[src/rtl/uart_arb_pkg.sv]
// Shared definitions for the UART transmit arbiter.
//   arb_state_e            FSM state encoding, also exported on debug_state
//   DEFAULT_CLOCKS_PER_BIT bit period for 50 MHz / 115200 baud (50e6/115200 + 1)
//   TIMEOUT_MULT           watchdog limit in bit periods; a two-byte frame
//                          needs about 10 bit times per byte, so 12 leaves margin
package uart_arb_pkg;

  typedef enum logic [2:0] {
    IDLE     = 3'd0,
    LOAD_HDR = 3'd1,
    WAIT_HDR = 3'd2,
    LOAD_PAY = 3'd3,
    WAIT_PAY = 3'd4,
    COMPLETE = 3'd5
  } arb_state_e;

  localparam int DEFAULT_CLOCKS_PER_BIT = 435;
  localparam int TIMEOUT_MULT           = 12;

endpackage

[src/rtl/round_robin_picker.sv]
// Combinational round-robin winner selection.
//   request      in  per-requester request levels
//   last_served  in  index of the requester served most recently
//   winner_idx   out first requesting index found searching from
//                    last_served+1, wrapping modulo NUM_REQUESTERS
//   any_request  out at least one request bit is high
// When no request is pending, winner_idx holds last_served (don't-care).
module round_robin_picker #(
  parameter int NUM_REQUESTERS = 4,
  parameter int IDX_W          = $clog2(NUM_REQUESTERS)
) (
  input  logic [NUM_REQUESTERS-1:0] request,
  input  logic [IDX_W-1:0]          last_served,
  output logic [IDX_W-1:0]          winner_idx,
  output logic                      any_request
);

  logic [IDX_W-1:0] cand;
  logic             found;

  always_comb begin
    winner_idx  = last_served;
    any_request = |request;
    found       = 1'b0;
    cand        = '0;
    // Offsets 1..N visit every index once; offset N is last_served itself,
    // so a lone requester that was just served still wins.
    for (int i = 1; i <= NUM_REQUESTERS; i++) begin
      cand = IDX_W'((int'(last_served) + i) % NUM_REQUESTERS);
      if (!found && request[cand]) begin
        winner_idx = cand;
        found      = 1'b1;
      end
    end
  end

endmodule

[src/rtl/uart_tx_arbiter.sv]
// Round-robin scheduler sharing one UART transmitter among several
// requesters. Each requester submits a header byte and a payload byte; the
// granted frame is latched and sent byte by byte through has_data /
// data_to_send, advancing on transmission_done.
//
// Optional watchdog: define UART_TX_ARB_TIMEOUT_EN to abort a frame whose
// byte is not acknowledged within TIMEOUT_MULT*CLOCKS_PER_BIT cycles.
//
// Ports:
//   clock, reset_n     rising-edge clock, synchronous active-low reset
//   request            per-requester level request
//   request_header     header byte of requester i in bits [8i+7:8i]
//   request_payload    payload byte of requester i in bits [8i+7:8i]
//   grant              one-hot single-cycle pulse: frame captured
//   active_requester   index of the requester being served
//   busy               FSM is not in IDLE
//   frame_done         single-cycle pulse: both bytes sent
//   frame_error        single-cycle pulse: watchdog abort
//   tx_has_data        to UART_TX.has_data (one-cycle strobe per byte)
//   tx_data            to UART_TX.data_to_send (held until the next byte)
//   tx_active          from UART_TX.is_transmitting
//   tx_done            from UART_TX.transmission_done
//   debug_state        current FSM state encoding
//
// Handshake: a byte is offered only when tx_active is low; tx_has_data is
// high for exactly one cycle and the byte counts as sent when tx_done is
// sampled high in the following WAIT state.
module uart_tx_arbiter
  import uart_arb_pkg::*;
#(
  parameter int NUM_REQUESTERS = 4,
  parameter int CLOCKS_PER_BIT = DEFAULT_CLOCKS_PER_BIT,
  parameter int IDX_W          = $clog2(NUM_REQUESTERS)
) (
  input  logic                        clock,
  input  logic                        reset_n,
  input  logic [NUM_REQUESTERS-1:0]   request,
  input  logic [8*NUM_REQUESTERS-1:0] request_header,
  input  logic [8*NUM_REQUESTERS-1:0] request_payload,
  output logic [NUM_REQUESTERS-1:0]   grant,
  output logic [IDX_W-1:0]            active_requester,
  output logic                        busy,
  output logic                        frame_done,
  output logic                        frame_error,
  output logic                        tx_has_data,
  output logic [7:0]                  tx_data,
  input  logic                        tx_active,
  input  logic                        tx_done,
  output logic [2:0]                  debug_state
);

  arb_state_e                state_q, state_d;
  logic [NUM_REQUESTERS-1:0] grant_q, grant_d;
  logic [IDX_W-1:0]          active_q, active_d;
  logic [IDX_W-1:0]          last_q, last_d;
  logic [7:0]                pay_q, pay_d;
  logic [7:0]                txd_q, txd_d;
  logic                      txv_q, txv_d;
  logic                      err_q, err_d;
  logic [IDX_W-1:0]          winner_idx;
  logic                      any_request;
  logic                      timeout;

  round_robin_picker #(
    .NUM_REQUESTERS (NUM_REQUESTERS),
    .IDX_W          (IDX_W)
  ) u_picker (
    .request     (request),
    .last_served (last_q),
    .winner_idx  (winner_idx),
    .any_request (any_request)
  );

`ifdef UART_TX_ARB_TIMEOUT_EN
  localparam int WD_LIMIT = TIMEOUT_MULT * CLOCKS_PER_BIT;
  localparam int WD_W     = $clog2(WD_LIMIT + 1);

  logic [WD_W-1:0] wd_q, wd_d;

  // Counter is 0 on the first WAIT cycle, so WD_LIMIT-1 marks the last of
  // WD_LIMIT cycles spent waiting.
  always_comb begin
    wd_d = '0;
    if (state_q == WAIT_HDR || state_q == WAIT_PAY) begin
      wd_d = wd_q + 1'b1;
    end
  end

  always_ff @(posedge clock) begin
    if (!reset_n) begin
      wd_q <= '0;
    end else begin
      wd_q <= wd_d;
    end
  end

  assign timeout = (wd_q == WD_W'(WD_LIMIT - 1));
`else
  assign timeout = 1'b0;
`endif

  always_comb begin
    state_d  = state_q;
    grant_d  = '0;
    active_d = active_q;
    last_d   = last_q;
    pay_d    = pay_q;
    txd_d    = txd_q;
    txv_d    = 1'b0;
    err_d    = 1'b0;
    case (state_q)
      IDLE: begin
        if (any_request) begin
          grant_d[winner_idx] = 1'b1;
          active_d            = winner_idx;
          txd_d               = request_header[{winner_idx, 3'b000} +: 8];
          pay_d               = request_payload[{winner_idx, 3'b000} +: 8];
          state_d             = LOAD_HDR;
        end
      end
      LOAD_HDR: begin
        if (!tx_active) begin
          txv_d   = 1'b1;
          state_d = WAIT_HDR;
        end
      end
      WAIT_HDR: begin
        if (tx_done) begin
          txd_d   = pay_q;
          state_d = LOAD_PAY;
        end else if (timeout) begin
          err_d   = 1'b1;
          last_d  = active_q;
          state_d = IDLE;
        end
      end
      LOAD_PAY: begin
        if (!tx_active) begin
          txv_d   = 1'b1;
          state_d = WAIT_PAY;
        end
      end
      WAIT_PAY: begin
        if (tx_done) begin
          state_d = COMPLETE;
        end else if (timeout) begin
          err_d   = 1'b1;
          last_d  = active_q;
          state_d = IDLE;
        end
      end
      COMPLETE: begin
        last_d  = active_q;
        state_d = IDLE;
      end
      default: state_d = IDLE;
    endcase
  end

  always_ff @(posedge clock) begin
    if (!reset_n) begin
      state_q  <= IDLE;
      grant_q  <= '0;
      active_q <= '0;
      last_q   <= IDX_W'(NUM_REQUESTERS - 1);
      pay_q    <= '0;
      txd_q    <= '0;
      txv_q    <= 1'b0;
      err_q    <= 1'b0;
    end else begin
      state_q  <= state_d;
      grant_q  <= grant_d;
      active_q <= active_d;
      last_q   <= last_d;
      pay_q    <= pay_d;
      txd_q    <= txd_d;
      txv_q    <= txv_d;
      err_q    <= err_d;
    end
  end

  assign grant            = grant_q;
  assign active_requester = active_q;
  assign busy             = (state_q != IDLE);
  assign frame_done       = (state_q == COMPLETE);
  assign frame_error      = err_q;
  assign tx_has_data      = txv_q;
  assign tx_data          = txd_q;
  assign debug_state      = state_q;

endmodule

[config.mk]
export PLATFORM = sky130hd
export DESIGN_NAME = uart_tx_arbiter
export DESIGN_NICKNAME = d
export VERILOG_FILES = /design/src/rtl/uart_arb_pkg.sv /design/src/rtl/round_robin_picker.sv /design/src/rtl/uart_tx_arbiter.sv
export SDC_FILE = /design/constraint.sdc
export NUM_CORES = 1
export LEC_CHECK = 0
export BUFFER_PORTS_ARGS = -buffer_cell sky130_fd_sc_hd__buf_2
export CAP_MARGIN = 5
export CELL_PAD_IN_SITES_DETAIL_PLACEMENT = 1
export CELL_PAD_IN_SITES_GLOBAL_PLACEMENT = 2
export CORE_UTILIZATION = 28
export CTS_CLUSTER_SIZE = 25
export DETAILED_ROUTE_END_ITERATION = 6
export PLACE_DENSITY = 0.94
export SYNTH_ARGS = -nofsm -noshare
export SYNTH_HDL_FRONTEND = slang
export SYNTH_SLANG_ARGS = --single-unit
[constraint.sdc]
create_clock -name clock -period 2.55 [get_ports clock]
set_input_delay 0.3825 -clock clock [delete_from_list [all_inputs] [get_ports clock]]
set_output_delay 0.3825 -clock clock [all_outputs]
set_load 0.05 [all_outputs]
==> impl_metrics.yaml <==
logic_synthesis:
  synth_area_leader_cell: "dfxtp_1"
  synth_area_per_cell_sq_um: 8.52
  ys_seq_area_share_pct: 26.3
  synthTopCellsByCount: "30 x nand3_1, 28 x dfxtp_1, 22 x o21ai_0, 19 x nand2_1, 18 x a21oi_1"
  synth_top_area_share_pct: 26.3
  ys_async_sr_fraction_pct: 0
  syn_nets: 322
  synth_edf_count: 0
  ys_types: 55
  synth_area_leaders: "dfxtp_1 26%, nand3_1 7.1%, o21ai_0 5.2%, a221oi_1 4.5%, a31oi_1 4.4%"
  synth.most_common_cell: "nand3_1"
  syn_inst: 250
  synth_seq_cells: 28
  ys.warnings.count: 0
  netlist_area_sq_mm: 0.00213
  synth_flop_cell: "dfxtp_1"
drt:
  num_vias: 2315
  avgRoutedWirePerCell_microns: 16.7
  drt_iter0_markers: 68
  drt_first_pass_iters: 4
  drc: 0
  ant_nets: 0
  via_per_inst: 5.38
  routed_wl_microns: 7170
floorplan:
  initial_core_util_pct: 29.2
  die_area_sq_mm: 0.00796
  dieWidth_microns: 89.2
  num_io_pins: 93
  coreArea_sq_mm: 0.00729
  die_h_microns: 89.2
  rows: 31
clocking:
  cts.path.max_buffers: 2
  postCtsSetupRepairBufs: 0
  root_buffer: "clkbuf_8"
  numClockSinks: 28
  clk_latency_ps: 290
  tritoncts: "built"
  numCtsBuffers: 3
  cts_hold_buf: 0
  cts-resized-gates: 0
  clkTransAtPathRegs_ps: 100
  cts_htree_levels: 1
critical_path:
  ff2ff_path_depth: 5
  start_kind: "register"
  crit_fanout: 15
  end_kind: "register"
  worstPathArrival_ps: 2420
  path_class: "register to register"
  required_ps: 2770
timing:
  rsz0062_at_grt: "no"
  relSlewSlack_pct: 59.2
  finalHoldViolCount: 0
  tightest_slew_ps: 608
  period_share_pct: 86.2
  fin_setup_tns_ps: 0
  fmax_mhz: 455
  setup_violations: 0
  skew_ps: 2.18
  hold_slack_ps: 299
  final.min_clock_period_ps: 2200
  slew_violations: 0
  fin_ws_ps: 352
grt:
  grt_pass1_wl_microns: 11000
  grt.overflow.total: 0
  grtUsageTotal_pct: 18.1
  grt_start_max_net_pins: 17
  antenna_found_initial: 0
  grt_pass1_vias: 2227
pwr:
  p_int_mw: 0.893
  switching_power_mw: 0.546
  total_power_mw: 1.44
  p_sw_share_pct: 37.9
  seq_power_share_pct: 37.4
  clkPwrFrac_pct: 25.5
  p_comb_share_pct: 37.2
  p_leak_nw: 1.15
  pwr_density_cell_mw_per_mm2: 538
  irDropWorstVdd_mv: 0.199
cells_and_area:
  multi_input_area_sq_mm: 0.00139
  seqCellArea_sq_um: 561
  final_util_pct: 36.7
  nFillCells: 938
  nets: 404
  area_growth_pct: 25.5
  diodes: 0
  drive_above_1_share_pct: 44.4
job:
  drv_cap: 0
hold_path:
  hold_path_class: "input port to register"
  hold_depth: 2
placed_design:
  preCtsSetupSlack_ps: 379
  io_buffer_count: 91
  gp_routability_congestion: 0.787
  dp_hpwl_microns: 5640
run_status:
  outcome: "finished, final reports clean"
==> kinds of logic (layout without fill, tap and decap cells) <==
kind of cell    count (synthesis)  in the layout  synth area share (%)
compound gates                 96             96                  34.5
xor+xnor                        1              1                 0.411
buf+inv                        26            107                  8.23
flops                          28             28                  26.3
mux                            11             11                  5.82
other cells                     1              1                 0.176
simple gates                   87             87                  24.6
==> worst max-delay path, cell delays in order (launching register included) <==
cell,delay [ps]
dfxtp_1,670
nand2b_4,260
a21oi_2,80
nor3_4,550
mux2_2,400
a31oi_1,160
==> stage by stage <==
step	cells	area (sq um)
after detailed placement	426	2600
after floorplan	250	2130
after CTS	430	2670
after global placement	426	2600
after global routing	430	2670
final	430	2670
==> sequential cells by signal (all words and copies together) (netlist names) <==
signal            count
active_requester      2
debug_state           3
grant                 4
last_q                2
pay_q                 8
tx_data               8
tx_has_data           1
==> final timing paths <==
check             startpoint     endpoint  slack [ps]
setup / recovery   last_q[1]   tx_data[1]         350
hold reg to reg   tx_data[3]   tx_data[3]         500
hold / removal     tx_active  tx_has_data         300
setup reg to reg   last_q[1]   tx_data[1]         350
==> final cells by class <==
class | count | share of cell area (%)
multi-input combinational | 196 | 52.2
sequential | 28 | 21.0
tap | 99 | 4.63
clock buffer | 3 | 1.54
inverter | 6 | 0.843
timing repair buffer | 97 | 18.7
clock inverter | 1 | 1.12
==> power by group through the flow <==
stage,clock [mW],combinational [mW],sequential (mW)
finish,0.366,0.535,0.538
global route,0.397,0.579,0.545
CTS,0.371,0.539,0.538
detailed placement,0,0.537,0.546
global placement,0,0.526,0.546
floorplan,0,0.290,0.629
==> cells in the final DEF (no fill, tap or decap), drive strengths merged, types with 2 or more instances in the layout <==
cell,count
a21oi,22
a221oi,16
a22o,2
a22oi,2
a31o,6
a31oi,19
and3,6
buf,97
clkbuf,3
dfxtp,28
inv,6
mux2,8
mux2i,3
nand2,20
nand2b,4
nand3,30
nor2,9
nor2b,2
nor3,4
nor4,3
o21ai,24
or2,3
==> metal layers <==
metal  GRT usage [%]  up-vias  wire length [microns]
met5               0        -                      0
met4            5.77        0                    118
met3            2.86       11                    284
met2            31.8       58                   3590
met1            22.5     1127                   3180
li1                -     1119                      -
(Power assumes the default switching activity.)
